<file path="src/rtl/regfile_write_sequencer.sv">
// Write-port owner for a 32-entry register file: clears registers 1..N after reset,
// then round-robin arbitrates two writeback requesters onto a registered write port.
module regfile_write_sequencer #(
  parameter int                    ADDR_WIDTH     = 5,
  parameter int                    DATA_WIDTH     = 32,
  parameter bit                    CLEAR_ON_RESET = 1'b1,
  parameter logic [DATA_WIDTH-1:0] INIT_VALUE     = '0
) (
  input  logic                  Clk,
  input  logic                  Reset,
  input  logic                  ReqA,
  input  logic [ADDR_WIDTH-1:0] AddrA,
  input  logic [DATA_WIDTH-1:0] DataA,
  output logic                  AckA,
  input  logic                  ReqB,
  input  logic [ADDR_WIDTH-1:0] AddrB,
  input  logic [DATA_WIDTH-1:0] DataB,
  output logic                  AckB,
  output logic                  RegWrite,
  output logic [ADDR_WIDTH-1:0] WriteRegister,
  output logic [DATA_WIDTH-1:0] WriteData,
  output logic                  InitDone
);

  localparam logic [0:0] ST_INIT = 1'b0;
  localparam logic [0:0] ST_RUN  = 1'b1;

  localparam logic [ADDR_WIDTH-1:0] LAST_REG  = '1;
  localparam logic [ADDR_WIDTH-1:0] FIRST_REG = ADDR_WIDTH'(1);

  logic [0:0]            state;
  logic [ADDR_WIDTH-1:0] cnt;
  logic                  last_grant;  // 0 = A, 1 = B
  logic [ADDR_WIDTH-1:0] grant_addr;
  logic [DATA_WIDTH-1:0] grant_data;

  // Zero-latency grant; suppressed while Reset is high so no transfer can occur.
  always_comb begin
    AckA = 1'b0;
    AckB = 1'b0;
    if (state == ST_RUN && !Reset) begin
      AckA = ReqA && (!ReqB || last_grant);
      AckB = ReqB && (!ReqA || !last_grant);
    end
  end

  always_comb begin
    grant_addr = AckB ? AddrB : AddrA;
    grant_data = AckB ? DataB : DataA;
  end

  always_ff @(posedge Clk) begin
    if (Reset) begin
      state         <= CLEAR_ON_RESET ? ST_INIT : ST_RUN;
      cnt           <= FIRST_REG;
      last_grant    <= 1'b1;
      RegWrite      <= 1'b0;
      WriteRegister <= '0;
      WriteData     <= '0;
      InitDone      <= 1'b0;
    end else begin
      case (state)
        ST_INIT: begin
          // Counter saturates at the last register, so the exit is keyed off the
          // write of that register already sitting on the port.
          if (RegWrite && WriteRegister == LAST_REG) begin
            state    <= ST_RUN;
            RegWrite <= 1'b0;
            InitDone <= 1'b1;
          end else begin
            RegWrite      <= 1'b1;
            WriteRegister <= cnt;
            WriteData     <= INIT_VALUE;
            if (cnt != LAST_REG) cnt <= cnt + FIRST_REG;
          end
        end
        default: begin
          InitDone <= 1'b1;
          if (AckA || AckB) begin
            last_grant    <= AckB;
            RegWrite      <= (grant_addr != '0);
            WriteRegister <= grant_addr;
            WriteData     <= grant_data;
          end else begin
            RegWrite <= 1'b0;
          end
        end
      endcase
    end
  end

endmodule

</file>
<file path="config.mk">
export PLATFORM = sky130hd
export DESIGN_NAME = regfile_write_sequencer
export DESIGN_NICKNAME = d
export VERILOG_FILES = /design/src/rtl/regfile_write_sequencer.sv
export SDC_FILE = /design/constraint.sdc
export NUM_CORES = 1
export LEC_CHECK = 0
export ABC_AREA = 1
export BUFFER_PORTS_ARGS = -buffer_cell sky130_fd_sc_hd__buf_2
export CORE_MARGIN = 2
export CORE_UTILIZATION = 45
export CTS_CLUSTER_DIAMETER = 150
export DETAILED_ROUTE_END_ITERATION = 16
export GPL_ROUTABILITY_DRIVEN = 0
export GPL_TIMING_DRIVEN = 0
export PLACE_DENSITY_LB_ADDON = 0.3
export SLEW_MARGIN = 20
export SYNTH_ARGS = -nofsm -noshare
export SYNTH_HDL_FRONTEND = slang
export SYNTH_SLANG_ARGS = --single-unit
</file>
<file path="constraint.sdc">
create_clock -name Clk -period 2.2 [get_ports Clk]
set_clock_uncertainty 0.2 [all_clocks]
set_input_delay 0.11 -clock Clk [delete_from_list [all_inputs] [get_ports Clk]]
set_output_delay 0.11 -clock Clk [all_outputs]
set_load 0.01 [all_outputs]
</file>
==> out/qor_table.md, run 1 <==
| Step | Metric | Value |
|:---|:---|:---|
| detailed routing | ANT nets after route | 0 |
| grt | Number of antenna violations at the first check in global routing | 0 |
| detailed routing | Average via count per standard cell | 4.91 |
| logic synthesis | EDFF count, synth | 0 |
| critical path | Worst reg2reg path startpoint | state |
| floorplan | Number of top-level pins | 119 |
| place | Placed Instances | 510 |
| cells and area | Multi-input combinational cell area | 1150 um2 |
| place | Port buffer count | 118 |
| clock network | Clock sinks | 46 |
| cells and area | Final design utilization | 74.8% |
| cells and area | Nets@finish | 586 |
| clock network | Clock buffers created by TritonCTS | 5 |
| grt | Via count of the first global-routing pass | 2606 |
| logic synthesis | Library cell with the highest instance count after synthesis | sky130_fd_sc_hd__nor2_1 |
| clock network | Clock tree from TritonCTS | built |
| floorplan | Starting utilization of the core area | 47.1% |
| place | Half-perimeter wire length after placement | 4590 um |
| clock network | Clock tree root driver cell | sky130_fd_sc_hd__clkbuf_8 |
| critical path | Capturing point of the worst reg2reg path | WriteData[2] |
| logic synthesis | Syn avg cell area | 6.88 um2 |
| run | Count of maximum capacitance violations | 0 |
| detailed routing | Number of search-and-repair iterations in the first detailed-routing pass | 4 |
| sta | Worst-case headroom to the max-slew limit | 66.8% |
| clock network | Maximum level of the CTS H-tree | 2 |
| critical path | Kind of capture point of the worst setup path | register |
| sta | Number of setup violations in the final report | 0 |
| clock network | Insertion delay of the later-clocked pin in the worst-skew pair | 0.29 ns |
| run status | Result of the run | finished clean |
| logic synthesis | Distinct cell type count after synthesis | 28 |
| min path | Worst Hold Class | in2reg |
| floorplan | Core area | 4750 um2 |
| floorplan | Overall die width | 74.5 um |
| place | Pre-CTS WS | 0.424 ns |
| sta | Setup slack after layout | 0.0955 ns |
| grt | Overall routing resource usage | 25.4% |
| floorplan | Die area | 5550 um2 |
| sta | Final Cycle Share | 95.7% |
| logic synthesis | Net count after synthesis | 405 |
| critical path | Register-to-register setup slack | 0.1 ns |
| sta | Transition time of the tightest slew-check pin | 0.499 ns |
| logic synthesis | Cell types with the highest counts after synthesis | sky130_fd_sc_hd__nor2_1, sky130_fd_sc_hd__nand2_1, sky130_fd_sc_hd__dfxtp_1 |
| sta | Final Max Slew Viols | 0 |
| logic synthesis | Netlist area before placement | 2240 um2 |
| floorplan | Die Y | 74.5 um |
| sta | RSZ-0062 raised after global routing | true |
| power | Leakage | 1.72 nW |
| power | Power density over the cells | 450 nW/um2 |
| logic synthesis | Biggest area consumer among synthesized cells | sky130_fd_sc_hd__dfxtp_1 |
| clock network | Clock-pin slew on the worst setup and hold paths | 0.08 ns |
| logic synthesis | Portion of synthesized cell area occupied by the leading cell type | 41.2% |
| grt | Total gr overflow | 0 |
| critical path | Beginning of the critical path | state |
| clock network | Clock Path Buffers | 2 |
| critical path | Arr. time, crit path | 2.14 ns |
| place | Cell Area, Placed | 2910 um2 |
| critical path | Required arrival time at the worst endpoint | 2.23 ns |
| detailed routing | Routed WL | 7200 um |
| power | Final total power | 1.60 mW |
| detailed routing | Via count | 2820 |
| sta | Shortest clock period the worst path allows after layout | 2.10 ns |
| grt | Pin count of the biggest net entering global routing | 14 |
| cells and area | Final cell count without fillers | 574 |
| floorplan | FP Rows | 25 |
| critical path | Top fanout value on the critical path | 10 |
| logic synthesis | Synthesized instance count | 325 |
| detailed routing | Average detailed-routed wire length per instance | 12.5 um |
| cells and area | Area growth from synthesis to final layout | 58.9% |
| sta | F_max | 475 MHz |
| logic synthesis | Most used flip-flop cell after synthesis | sky130_fd_sc_hd__dfxtp_1 |
| critical path | CP Capture Point | WriteData[2] |
| cells and area | Total of fill cells in the finished design | 398 |
| logic synthesis | Async set or reset register ratio after synthesis | 0% |
| grt | Wire length of the first global-routing pass | 10900 um |
| critical path | Kind of start point of the critical path | register |
| detailed routing | Residual DRC | 0 |
| logic synthesis | Cell types occupying the most area after synthesis | sky130_fd_sc_hd__dfxtp_1, sky130_fd_sc_hd__nor2_1, sky130_fd_sc_hd__nand2_1, sky130_fd_sc_hd__a21oi_1, sky130_fd_sc_hd__o21ai_1 |
| cells and area | Final non-filler cell area | 3550 um2 |
| cells and area | Antenna Diode Count | 0 |
| logic synthesis | Yosys warnings | 0 |
| cells and area | Share of final-layout standard cells stronger than drive strength 1 | 31.6% |
| logic synthesis | #FFs+latches synth | 46 |
| critical path | CP Class | reg2reg |
| detailed routing | Initial drt markers | 125 |
| logic synthesis | Fraction of the yosys area taken by sequential cells | 41.2% |
| critical path | Reg2Reg Depth | 9 |
| sta | Hold Fails Final Rpt | 0 |
| cells and area | FF+latch area | 921 um2 |
| power | Largest vdd supply drop | 0.268 mV |
cell usage in the layout, fill, tap and decap left out:
| cell | netlist | routed |
|---|---|---|
| sky130_fd_sc_hd__inv_4 | 1 | 1 |
| sky130_fd_sc_hd__nand2_4 | 2 | 2 |
| sky130_fd_sc_hd__buf_8 | 3 | 3 |
| sky130_fd_sc_hd__dfxtp_1 | 46 | 46 |
| sky130_fd_sc_hd__nor2_1 | 84 | 84 |
| sky130_fd_sc_hd__buf_6 | 3 | 3 |
| sky130_fd_sc_hd__nand2_1 | 66 | 66 |
| sky130_fd_sc_hd__nand4_1 | 1 | 1 |
| sky130_fd_sc_hd__clkbuf_2 | 1 | 1 |
| sky130_fd_sc_hd__buf_4 | 0 | 9 |
| sky130_fd_sc_hd__nand3_4 | 0 | 1 |
| sky130_fd_sc_hd__o21ai_4 | 1 | 1 |
| sky130_fd_sc_hd__nand3_1 | 3 | 3 |
| sky130_fd_sc_hd__o21ai_1 | 30 | 30 |
| sky130_fd_sc_hd__dlygate4sd3_1 | 0 | 47 |
| sky130_fd_sc_hd__inv_1 | 8 | 8 |
| sky130_fd_sc_hd__nand2_2 | 1 | 1 |
| sky130_fd_sc_hd__ha_1 | 2 | 2 |
| sky130_fd_sc_hd__buf_2 | 8 | 125 |
| sky130_fd_sc_hd__clkbuf_8 | 0 | 6 |
| sky130_fd_sc_hd__o21ai_0 | 12 | 12 |
| sky130_fd_sc_hd__o211ai_1 | 1 | 1 |
| sky130_fd_sc_hd__inv_2 | 1 | 1 |
| sky130_fd_sc_hd__clkbuf_1 | 4 | 5 |
| sky130_fd_sc_hd__o21bai_1 | 1 | 1 |
| sky130_fd_sc_hd__nor3_1 | 1 | 1 |
| sky130_fd_sc_hd__nor2_2 | 1 | 1 |
| sky130_fd_sc_hd__a21oi_1 | 40 | 40 |
| sky130_fd_sc_hd__clkinv_2 | 1 | 2 |
| sky130_fd_sc_hd__nor2_8 | 1 | 1 |
| sky130_fd_sc_hd__nor2_4 | 1 | 2 |
worst min path at each step:
stage	startpoint	endpoint	slack, ns	cells after the start
floorplan	DataB[2]	WriteData[2]	0.09	2
global placement	DataB[7]	WriteData[7]	0.18	3
detailed placement	DataB[7]	WriteData[7]	0.19	3
CTS	DataA[5]	WriteData[5]	0.0005	5
global route	DataA[31]	WriteData[31]	0.02	5
finish	DataA[23]	WriteData[23]	0.003	5
area by class of cell:
type	instances	share of cell area, %
Timing Repair Buffer	173	31.5
Clock buffer	7	2.43
Sequential cell	46	25.9
Clock inverter	1	0.141
Multi-Input combinational cell	250	32.4
Tap cell	67	2.36
Buffer	19	3.98
Inverter	11	1.27
registers in the layout, summed over array words and instances (netlist names):
| signal | cells |
|---|---|
| InitDone | 1 |
| RegWrite | 1 |
| WriteData | 32 |
| WriteRegister | 5 |
| cnt | 5 |
| last_grant | 1 |
| state | 1 |
where the power goes:
part	total [mW]	internal [mW]	switching, mW
sequential	0.856	0.844	0.0118
clock	0.523	0.254	0.269
combinational	0.222	0.131	0.0909
cells by family (layout without fill, tap and decap cells):
family                     Yosys count  count (layout)  share of synthesized area, %
AOI/OAI and AO/OA                   85              85                          19.7
adders and majority gates            2               2                          1.12
buffers and inverters               30             211                          8.22
DFF                                 46              46                          41.2
and+or+nand+nor                    162             163                          29.8
worst max-delay path, stage by stage (launching register included):
cell and delay, ns:
sky130_fd_sc_hd__dfxtp_1 0.33, sky130_fd_sc_hd__buf_6 0.12, sky130_fd_sc_hd__inv_4 0.05, sky130_fd_sc_hd__nor2_4 0.19, sky130_fd_sc_hd__o21ai_4 0.12, sky130_fd_sc_hd__buf_4 0.19, sky130_fd_sc_hd__nor2_1 0.10, sky130_fd_sc_hd__o21ai_1 0.07
sky130_fd_sc_hd__a21oi_1 0.11, sky130_fd_sc_hd__dlygate4sd3_1 0.56
per-layer routing:
layer	global-route usage, %	routed length [um]	vias to the layer above
li1	-	-	1416
met1	28.6	2960	1271
met2	46.5	3590	119
met3	6.10	524	14
met4	8.73	123	0
met5	0	0	-
metrics by stage:
step / hold slack (ns) / setup TNS, ns
floorplan: 0.0938 / 0
CTS: 0.000514 / 0
finish: 0.00288 / 0
global placement: 0.180 / 0
global route: 0.0209 / -0.000602
detailed placement: 0.192 / 0
repair_timing:
item / in CTS / in global routing
gates resized for setup: 0 / 3
buffers inserted: 0 / 8
hold buffers: 47 / 0
endpoints found under the setup margin: 0 / 6
hold endpoints to repair: 35 / 0
No activity file was read; power rests on OpenSTA's default activity.
==> inputs of run 2 (changes only) <==
--- a/config.mk
+++ b/config.mk
@@ -16,3 +16,2 @@
 export PLACE_DENSITY_LB_ADDON = 0.3
-export SLEW_MARGIN = 20
 export SYNTH_ARGS = -nofsm -noshare
==> constraint.sdc (replaced) <==
create_clock -name Clk -period 2.2 [get_ports Clk]
set_clock_uncertainty 0.2 [all_clocks]
set_input_delay 0.44 -clock Clk [delete_from_list [all_inputs] [get_ports Clk]]
set_output_delay 0.44 -clock Clk [all_outputs]
set_load 0.01 [all_outputs]
==> out/qor_table.md, run 2 (same netlist as run 1, synthesis figures left out) <==
| Step | Metric | Value | Delta |
|:---|:---|:---|:---|
| clock network | Clock tree root driver cell | sky130_fd_sc_hd__clkbuf_8 |  |
| grt | Number of antenna violations at the first check in global routing | 0 | unchanged |
| detailed routing | Number of search-and-repair iterations in the first detailed-routing pass | 4 | unchanged |
| critical path | Slowest-stage cell, CP | sky130_fd_sc_hd__dfxtp_1 |  |
| clock network | Clock-pin slew on the worst setup and hold paths | 0.08 ns | about the same |
| run | Count of maximum capacitance violations | 0 | unchanged |
| place | Port buffer count | 118 | unchanged |
| power | Power density over the cells | 509 nW/um2 | +13% |
| critical path | Cell depth of the worst setup path | 5 | -4 |
| sta | Final Cycle Share | 90.6% | -5.1 points |
| sta | Setup Total Neg Slack | 0 ns | unchanged |
| floorplan | FP Rows | 25 | unchanged |
| cells and area | Registers with the most flip-flops | WriteData x32, WriteRegister x5, cnt x5 |  |
| floorplan | Die area | 5550 um2 | unchanged |
| cells and area | Final non-filler cell area | 3000 um2 | -16% |
| clock network | Clock tree from TritonCTS | built |  |
| cells and area | Total of fill cells in the finished design | 476 | +20% |
| grt | Overall routing resource usage | 22.1% | -3.3 points |
| place | Placed Instances | 510 | unchanged |
| power | Leakage | 1.47 nW | -14% |
| grt | Via count of the first global-routing pass | 2229 | -14% |
| clock network | Clock Path Buffers | 2 | unchanged |
| sta | RSZ-0062 raised after global routing | false |  |
| cells and area | Antenna Diode Count | 0 | unchanged |
| grt | Pin count of the biggest net entering global routing | 14 | unchanged |
| clock network | Number of buffers inserted by hold repair at cts | 0 | -100% |
| clock network | Clock sinks | 46 | unchanged |
| grt | Total gr overflow | 0 | unchanged |
| clock network | Post-CTS setup repair buffer count | 0 | unchanged |
| critical path | Worst path cell trace | buf_6, nand2_4, nor2_8, buf_8, buf_2 |  |
| cells and area | Number of flip-flops under the largest register name | 32 | unchanged |
| sta | Hold Fails Final Rpt | 0 | unchanged |
| min path | Worst Hold Class | in2reg |  |
| sta | Transition time of the tightest slew-check pin | 0.517 ns | +0.0188 ns |
| critical path | Required arrival time at the worst endpoint | 1.56 ns | -0.67 ns |
| detailed routing | Initial drt markers | 141 | +13% |
| sta | Number of setup violations in the final report | 0 | unchanged |
| cells and area | Final design utilization | 63.2% | -12 points |
| cells and area | Commonest non-fill, non-tap cell in the layout | sky130_fd_sc_hd__buf_2 |  |
| cells and area | Share of final-layout standard cells stronger than drive strength 1 | 33.5% | +1.9 points |
| floorplan | Die Y | 74.5 um | unchanged |
| grt | Wire length of the first global-routing pass | 9480 um | -13% |
| cells and area | Final cell count without fillers | 518 | -9.8% |
| sta | Shortest clock period the worst path allows after layout | 1.99 ns | -0.112 ns |
| floorplan | Core area | 4750 um2 | unchanged |
| critical path | Capturing point of the worst reg2reg path | WriteData[22] |  |
| cells and area | Most frequent cells in the layout | sky130_fd_sc_hd__buf_2, sky130_fd_sc_hd__nor2_1, sky130_fd_sc_hd__nand2_1 |  |
| cells and area | Nets@finish | 530 | -9.6% |
| run status | Result of the run | finished clean |  |
| detailed routing | Routed WL | 5990 um | -17% |
| critical path | Reg2Reg Depth | 7 | -2 |
| detailed routing | Residual DRC | 0 | unchanged |
| clock network | Insertion delay of the later-clocked pin in the worst-skew pair | 0.29 ns | about the same |
| place | Half-perimeter wire length after placement | 4590 um | unchanged |
| critical path | Kind of capture point of the worst setup path | primary output |  |
| clock network | Number of gates given a new drive strength after cts | 0 | unchanged |
| critical path | Top fanout value on the critical path | 10 | unchanged |
| critical path | Buffers and inverters on the worst path | 3 | -1 |
| detailed routing | Via count | 2490 | -12% |
| critical path | CP Capture Point | AckB |  |
| sta | Final Max Slew Viols | 0 | unchanged |
| clock network | Clock buffers created by TritonCTS | 5 | unchanged |
| detailed routing | ANT nets after route | 0 | unchanged |
| floorplan | Starting utilization of the core area | 47.1% | unchanged |
| floorplan | Number of top-level pins | 119 | unchanged |
| place | Cell Area, Placed | 2910 um2 | unchanged |
| sta | Worst-case headroom to the max-slew limit | 65.5% | -1.3 points |
| critical path | Arr. time, crit path | 1.35 ns | -0.79 ns |
| critical path | CP Class | reg2out |  |
| power | Largest vdd supply drop | 0.268 mV | about the same |
| critical path | Kind of start point of the critical path | register |  |
| detailed routing | Average via count per standard cell | 4.81 | -2.2% |
| critical path | Beginning of the critical path | state |  |
| critical path | Largest incremental delay on the critical path | 0.33 ns | -0.23 ns |
| critical path | Family with the most delay on the worst path | buffers and inverters |  |
| cells and area | Register bank with the most flops | WriteData |  |
| detailed routing | Average detailed-routed wire length per instance | 11.6 um | -7.8% |
| cells and area | Area growth from synthesis to final layout | 34.2% |  |
| critical path | Worst reg2reg path startpoint | state |  |
| clock network | Maximum level of the CTS H-tree | 2 | unchanged |
| critical path | Register-to-register setup slack | 0.42 ns | +0.32 ns |
| sta | F_max | 502 MHz | +5.6% |
| floorplan | Overall die width | 74.5 um | unchanged |
==> run 2: final cells by class <==
| cell class | instances | area [um2] | area share, % |
|---|---|---|---|
| clock buffers | 7 | 86.3 | 2.88 |
| clock inverters | 1 | 5.00 | 0.167 |
| inverters | 11 | 45.0 | 1.50 |
| multi-input cells | 249 | 1130 | 37.7 |
| repair buffers | 118 | 591 | 19.7 |
| flip-flops and latches | 46 | 921 | 30.7 |
| plain buffers | 19 | 139 | 4.62 |
| well taps | 67 | 83.8 | 2.79 |
==> run 2: routing by layer <==
layer	track usage (%)	share of wire, %	vias up
li1	-	-	1302
met1	25.8	44	1105
met2	39.9	49	79
met3	5.69	6.8	4
met4	5.75	0.65	0
met5	0	0	-
==> run 2: tightest hold or removal path, stage by stage <==
cell and delay (ns):
sky130_fd_sc_hd__buf_2 0.08, sky130_fd_sc_hd__o21ai_1 0.05, sky130_fd_sc_hd__a21oi_1 0.11
==> run 2: power by group <==
| group | total (mW) | leakage, nW | internal [mW] | switching, mW |
|---|---|---|---|---|
| Sequential | 0.856 | 0.372 | 0.844 | 0.0115 |
| Combinational | 0.154 | 1.05 | 0.0798 | 0.0738 |
| Clock | 0.519 | 0.0482 | 0.254 | 0.265 |
| Total | 1.53 | 1.47 | 1.18 | 0.351 |
==> run 2: worst min-delay path by stage <==
stage	cells past startpoint	from	slack, ns	endpoint
6_report	3	DataB[7]	0.22	WriteData[7]
5_1_grt	3	DataB[7]	0.24	WriteData[7]
4_1_cts	3	DataB[7]	0.21	WriteData[7]
3_5_place_dp	2	WriteData[16]	0.25	WriteData[16]
3_3_place_gp	2	WriteData[1]	0.25	WriteData[1]
2_1_floorplan	2	cnt[2]	0.26	cnt[2]
==> run 2: per-stage QoR <==
| stage | setup slack (ns) | total power, mW | hold slack [ns] |
|---|---|---|---|
| 2_1_floorplan | 0.566 | 0.938 | 0.260 |
| 3_3_place_gp | 0.207 | 1.03 | 0.248 |
| 3_5_place_dp | 0.201 | 1.03 | 0.253 |
| 4_1_cts | 0.182 | 1.55 | 0.213 |
| 5_1_grt | 0.102 | 1.61 | 0.236 |
| 6_report | 0.208 | 1.53 | 0.222 |
==> inputs of run 3 (changes only) <==
Settings changed: CORE_ASPECT_RATIO set to 0.6, CORE_UTILIZATION 45 to 40.
Clock period 2.2 ns to 1.8 ns, I/O delays scaled along.
==> out/qor_table.md, run 3 (same netlist as run 1, synthesis figures left out) <==
| Step | Metric | Value | Delta |
|:---|:---|:---|:---|
| run status | Result of the run | complete, but fails checks |  |
| run status | Violations in the final reports | setup timing |  |
| critical path | Kind of capture point of the worst setup path | primary output |  |
| power | Internal power | 1.41 mW | +19% |
| detailed routing | Initial drt markers | 104 | -26% |
| critical path | Worst path cell trace | buf_6, buf_12, nand2_8, nor2_8, buf_8, buf_6 |  |
| clock network | Clock Path Buffers | 2 | unchanged |
| critical path | Required arrival time at the worst endpoint | 1.24 ns | -0.32 ns |
| place | Port buffer count | 118 | unchanged |
| detailed routing | Residual DRC | 0 | unchanged |
| sta | Worst-case headroom to the max-slew limit | 67.2% | +1.7 points |
| floorplan | Starting utilization of the core area | 40.7% | -6.3 points |
| clock network | Clock buffers created by TritonCTS | 5 | unchanged |
| grt | Overall routing resource usage | 20.4% | -1.7 points |
| cells and area | Total of fill cells in the finished design | 553 | +16% |
| sta | Number of setup violations in the final report | 2 | +2 |
| cells and area | Nets@finish | 545 | +2.8% |
| detailed routing | Average detailed-routed wire length per instance | 12.1 um | +5.0% |
| cells and area | Number of flip-flops under the largest register name | 32 | unchanged |
| sta | Shortest clock period the worst path allows after layout | 1.86 ns |  |
| place | Half-perimeter wire length after placement | 4810 um | +4.7% |
| grt | Via count of the first global-routing pass | 2044 | -8.3% |
| sta | F_max | 538 MHz |  |
| floorplan | Number of top-level pins | 119 | unchanged |
| critical path | Register-to-register setup slack | 0.10 ns | -0.32 ns |
| critical path | Reg2Reg Depth | 10 | +3 |
| cells and area | Antenna Diode Count | 0 | unchanged |
| critical path | Worst reg2reg path startpoint | state |  |
| critical path | Top fanout value on the critical path | 7 | -3 |
| sta | Final Max Slew Viols | 0 | unchanged |
| min path | Worst Hold Class | in2reg |  |
| power | Largest vdd supply drop | 0.305 mV | +14% |
| floorplan | Die Y | 61.9 um | -17% |
| power | Power density over the cells | 581 nW/um2 | +14% |
| clock network | Maximum level of the CTS H-tree | 2 | unchanged |
| power | Leakage | 1.56 nW | +5.7% |
| sta | Worst hold slack after final layout | 0.133 ns | -0.0896 ns |
| cells and area | Most frequent cells in the layout | sky130_fd_sc_hd__buf_2, sky130_fd_sc_hd__nor2_1, sky130_fd_sc_hd__nand2_1 |  |
| clock network | Clock sinks | 46 | unchanged |
| clock network | Clock tree from TritonCTS | built |  |
| cells and area | Commonest non-fill, non-tap cell in the layout | sky130_fd_sc_hd__buf_2 |  |
| floorplan | Die area | 6230 um2 | +12% |
| run | Count of maximum capacitance violations | 0 | unchanged |
| place | Placed Instances | 512 | +0.39% |
| detailed routing | Routed WL | 6500 um | +8.4% |
| critical path | CP Class | reg2out |  |
| floorplan | Core area | 5490 um2 | +16% |
| power | Part of the total power dissipated in the clock network | 33.5% | -0.5 points |
| cells and area | Share of final-layout standard cells stronger than drive strength 1 | 37.3% | +3.9 points |
| power | Switching Share | 24.5% | +1.6 points |
| detailed routing | ANT nets after route | 0 | unchanged |
| grt | Wire length of the first global-routing pass | 9710 um | +2.4% |
| critical path | CP Capture Point | AckB |  |
| floorplan | Overall die width | 101 um | +35% |
| detailed routing | Via count | 2486 | -0.16% |
| sta | Transition time of the tightest slew-check pin | 0.492 ns | -0.0251 ns |
| critical path | Kind of start point of the critical path | register |  |
| clock network | Clock-pin slew on the worst setup and hold paths | 0.09 ns | about the same |
| sta | RSZ-0062 raised after global routing | true |  |
| sta | Hold Fails Final Rpt | 0 | unchanged |
| grt | Pin count of the biggest net entering global routing | 15 | +1 |
| clock network | Insertion delay of the later-clocked pin in the worst-skew pair | 0.29 ns | about the same |
| clock network | Number of buffers inserted by hold repair at cts | 0 | unchanged |
| cells and area | Registers with the most flip-flops | WriteData x32, WriteRegister x5, cnt x5 |  |
| clock network | Clock tree root driver cell | sky130_fd_sc_hd__clkbuf_8 |  |
| sta | Setup slack after layout | -0.0593 ns | -0.267 ns |
| cells and area | Register bank with the most flops | WriteData |  |
| sta | Final Cycle Share | 103% |  |
| power | Power share of the sequential group | 56.3% | +0.3 points |
| cells and area | Area growth from synthesis to final layout | 43.4% |  |
| detailed routing | Average via count per standard cell | 4.65 | -3.3% |
| detailed routing | Number of search-and-repair iterations in the first detailed-routing pass | 4 | unchanged |
| power | Logic gate share of total power | 10.3% | +0.2 points |
| power | Switching power of the nets | 0.457 mW | +30% |
| critical path | Arr. time, crit path | 1.30 ns | -0.05 ns |
| critical path | Slowest-stage cell, CP | sky130_fd_sc_hd__dfxtp_2 |  |
| grt | Number of antenna violations at the first check in global routing | 0 | unchanged |
| grt | Total gr overflow | 0 | unchanged |
| critical path | Largest incremental delay on the critical path | 0.34 ns | about the same |
| critical path | CP dominant cell by count | sky130_fd_sc_hd__buf_6 |  |
| cells and area | Final cell count without fillers | 535 | +3.3% |
| cells and area | FF+latch area | 925 um2 | +0.41% |
| critical path | Beginning of the critical path | state |  |
| critical path | Capturing point of the worst reg2reg path | WriteData[21] |  |
| floorplan | FP Rows | 21 | -16% |
| cells and area | Multi-input combinational cell area | 1160 um2 | +2.8% |
[run 3: what timing repair did]
| action | in CTS | in global routing |
|---|---|---|
| gates resized for setup | 4 | 28 |
| setup endpoints to repair | 11 | 42 |
| buffers inserted | 10 | 7 |
| gates cloned | 0 | 0 |
| pin swaps | 3 | 3 |
[run 3: how the worst min path moves through the flow]
stage / startpoint / to / cells after the start / slack (ns)
2_1_floorplan: cnt[2] / cnt[2] / 2 / 0.26
3_5_place_dp: WriteData[19] / WriteData[19] / 2 / 0.25
6_report: DataB[14] / WriteData[14] / 3 / 0.13
4_1_cts: DataB[10] / WriteData[10] / 3 / 0.13
3_3_place_gp: WriteData[16] / WriteData[16] / 2 / 0.25
5_1_grt: DataB[14] / WriteData[14] / 3 / 0.14
[run 3: final cells by class]
| class | instances | share of cell area [%] |
|---|---|---|
| clock inverter | 2 | 0.429 |
| multi-input combinational | 249 | 36.3 |
| tap | 69 | 2.69 |
| sequential | 46 | 28.8 |
| timing repair buffer | 133 | 22.7 |
| clock buffer | 6 | 2.26 |
| buffer | 19 | 5.15 |
| inverter | 11 | 1.64 |
[run 3: power groups by stage]
stage / Clock [mW] / Combinational (mW) / Sequential, mW
after floorplan: 0 / 0.0764 / 1.07
after global placement: 0 / 0.183 / 1.07
after detailed placement: 0 / 0.186 / 1.07
after CTS: 0.631 / 0.188 / 1.05
after global routing: 0.689 / 0.217 / 1.05
final: 0.624 / 0.191 / 1.05
[run 3: critical path: cells and delay by family, from the launching register on]
| kind | cells | cell delay [ns] |
|---|---|---|
| buffers and inverters | 4 | 0.48 |
| AND/OR/NAND/NOR | 2 | 0.17 |
| flip-flops | 1 | 0.34 |
[run 3: routing by layer]
metal | vias to the layer above | part of all wire (%) | GRT usage, % | wire (um)
li1 | 1335 | - | - | -
met1 | 1053 | 50 | 29.3 | 3270
met2 | 90 | 40 | 30.6 | 2620
met3 | 8 | 8.5 | 6.04 | 555
met4 | 0 | 0.69 | 4.50 | 45
met5 | - | 0 | 0 | 0
[run 3: metrics by stage]
stage / TNS, ns / utilization (%) / setup WS (ns) / total power, mW / instance area, um2
2_1_floorplan: 0 / - / 0.239 / 1.15 / 2240
5_1_grt: -0.252 / 58.4 / -0.144 / 1.96 / 3210
3_3_place_gp: -0.0602 / 53.1 / -0.0602 / 1.25 / 2910
6_report: -0.111 / 58.4 / -0.0593 / 1.86 / 3210
4_1_cts: -0.0830 / 56.2 / -0.0436 / 1.87 / 3090
3_5_place_dp: -0.129 / 53.1 / -0.0771 / 1.26 / 2910
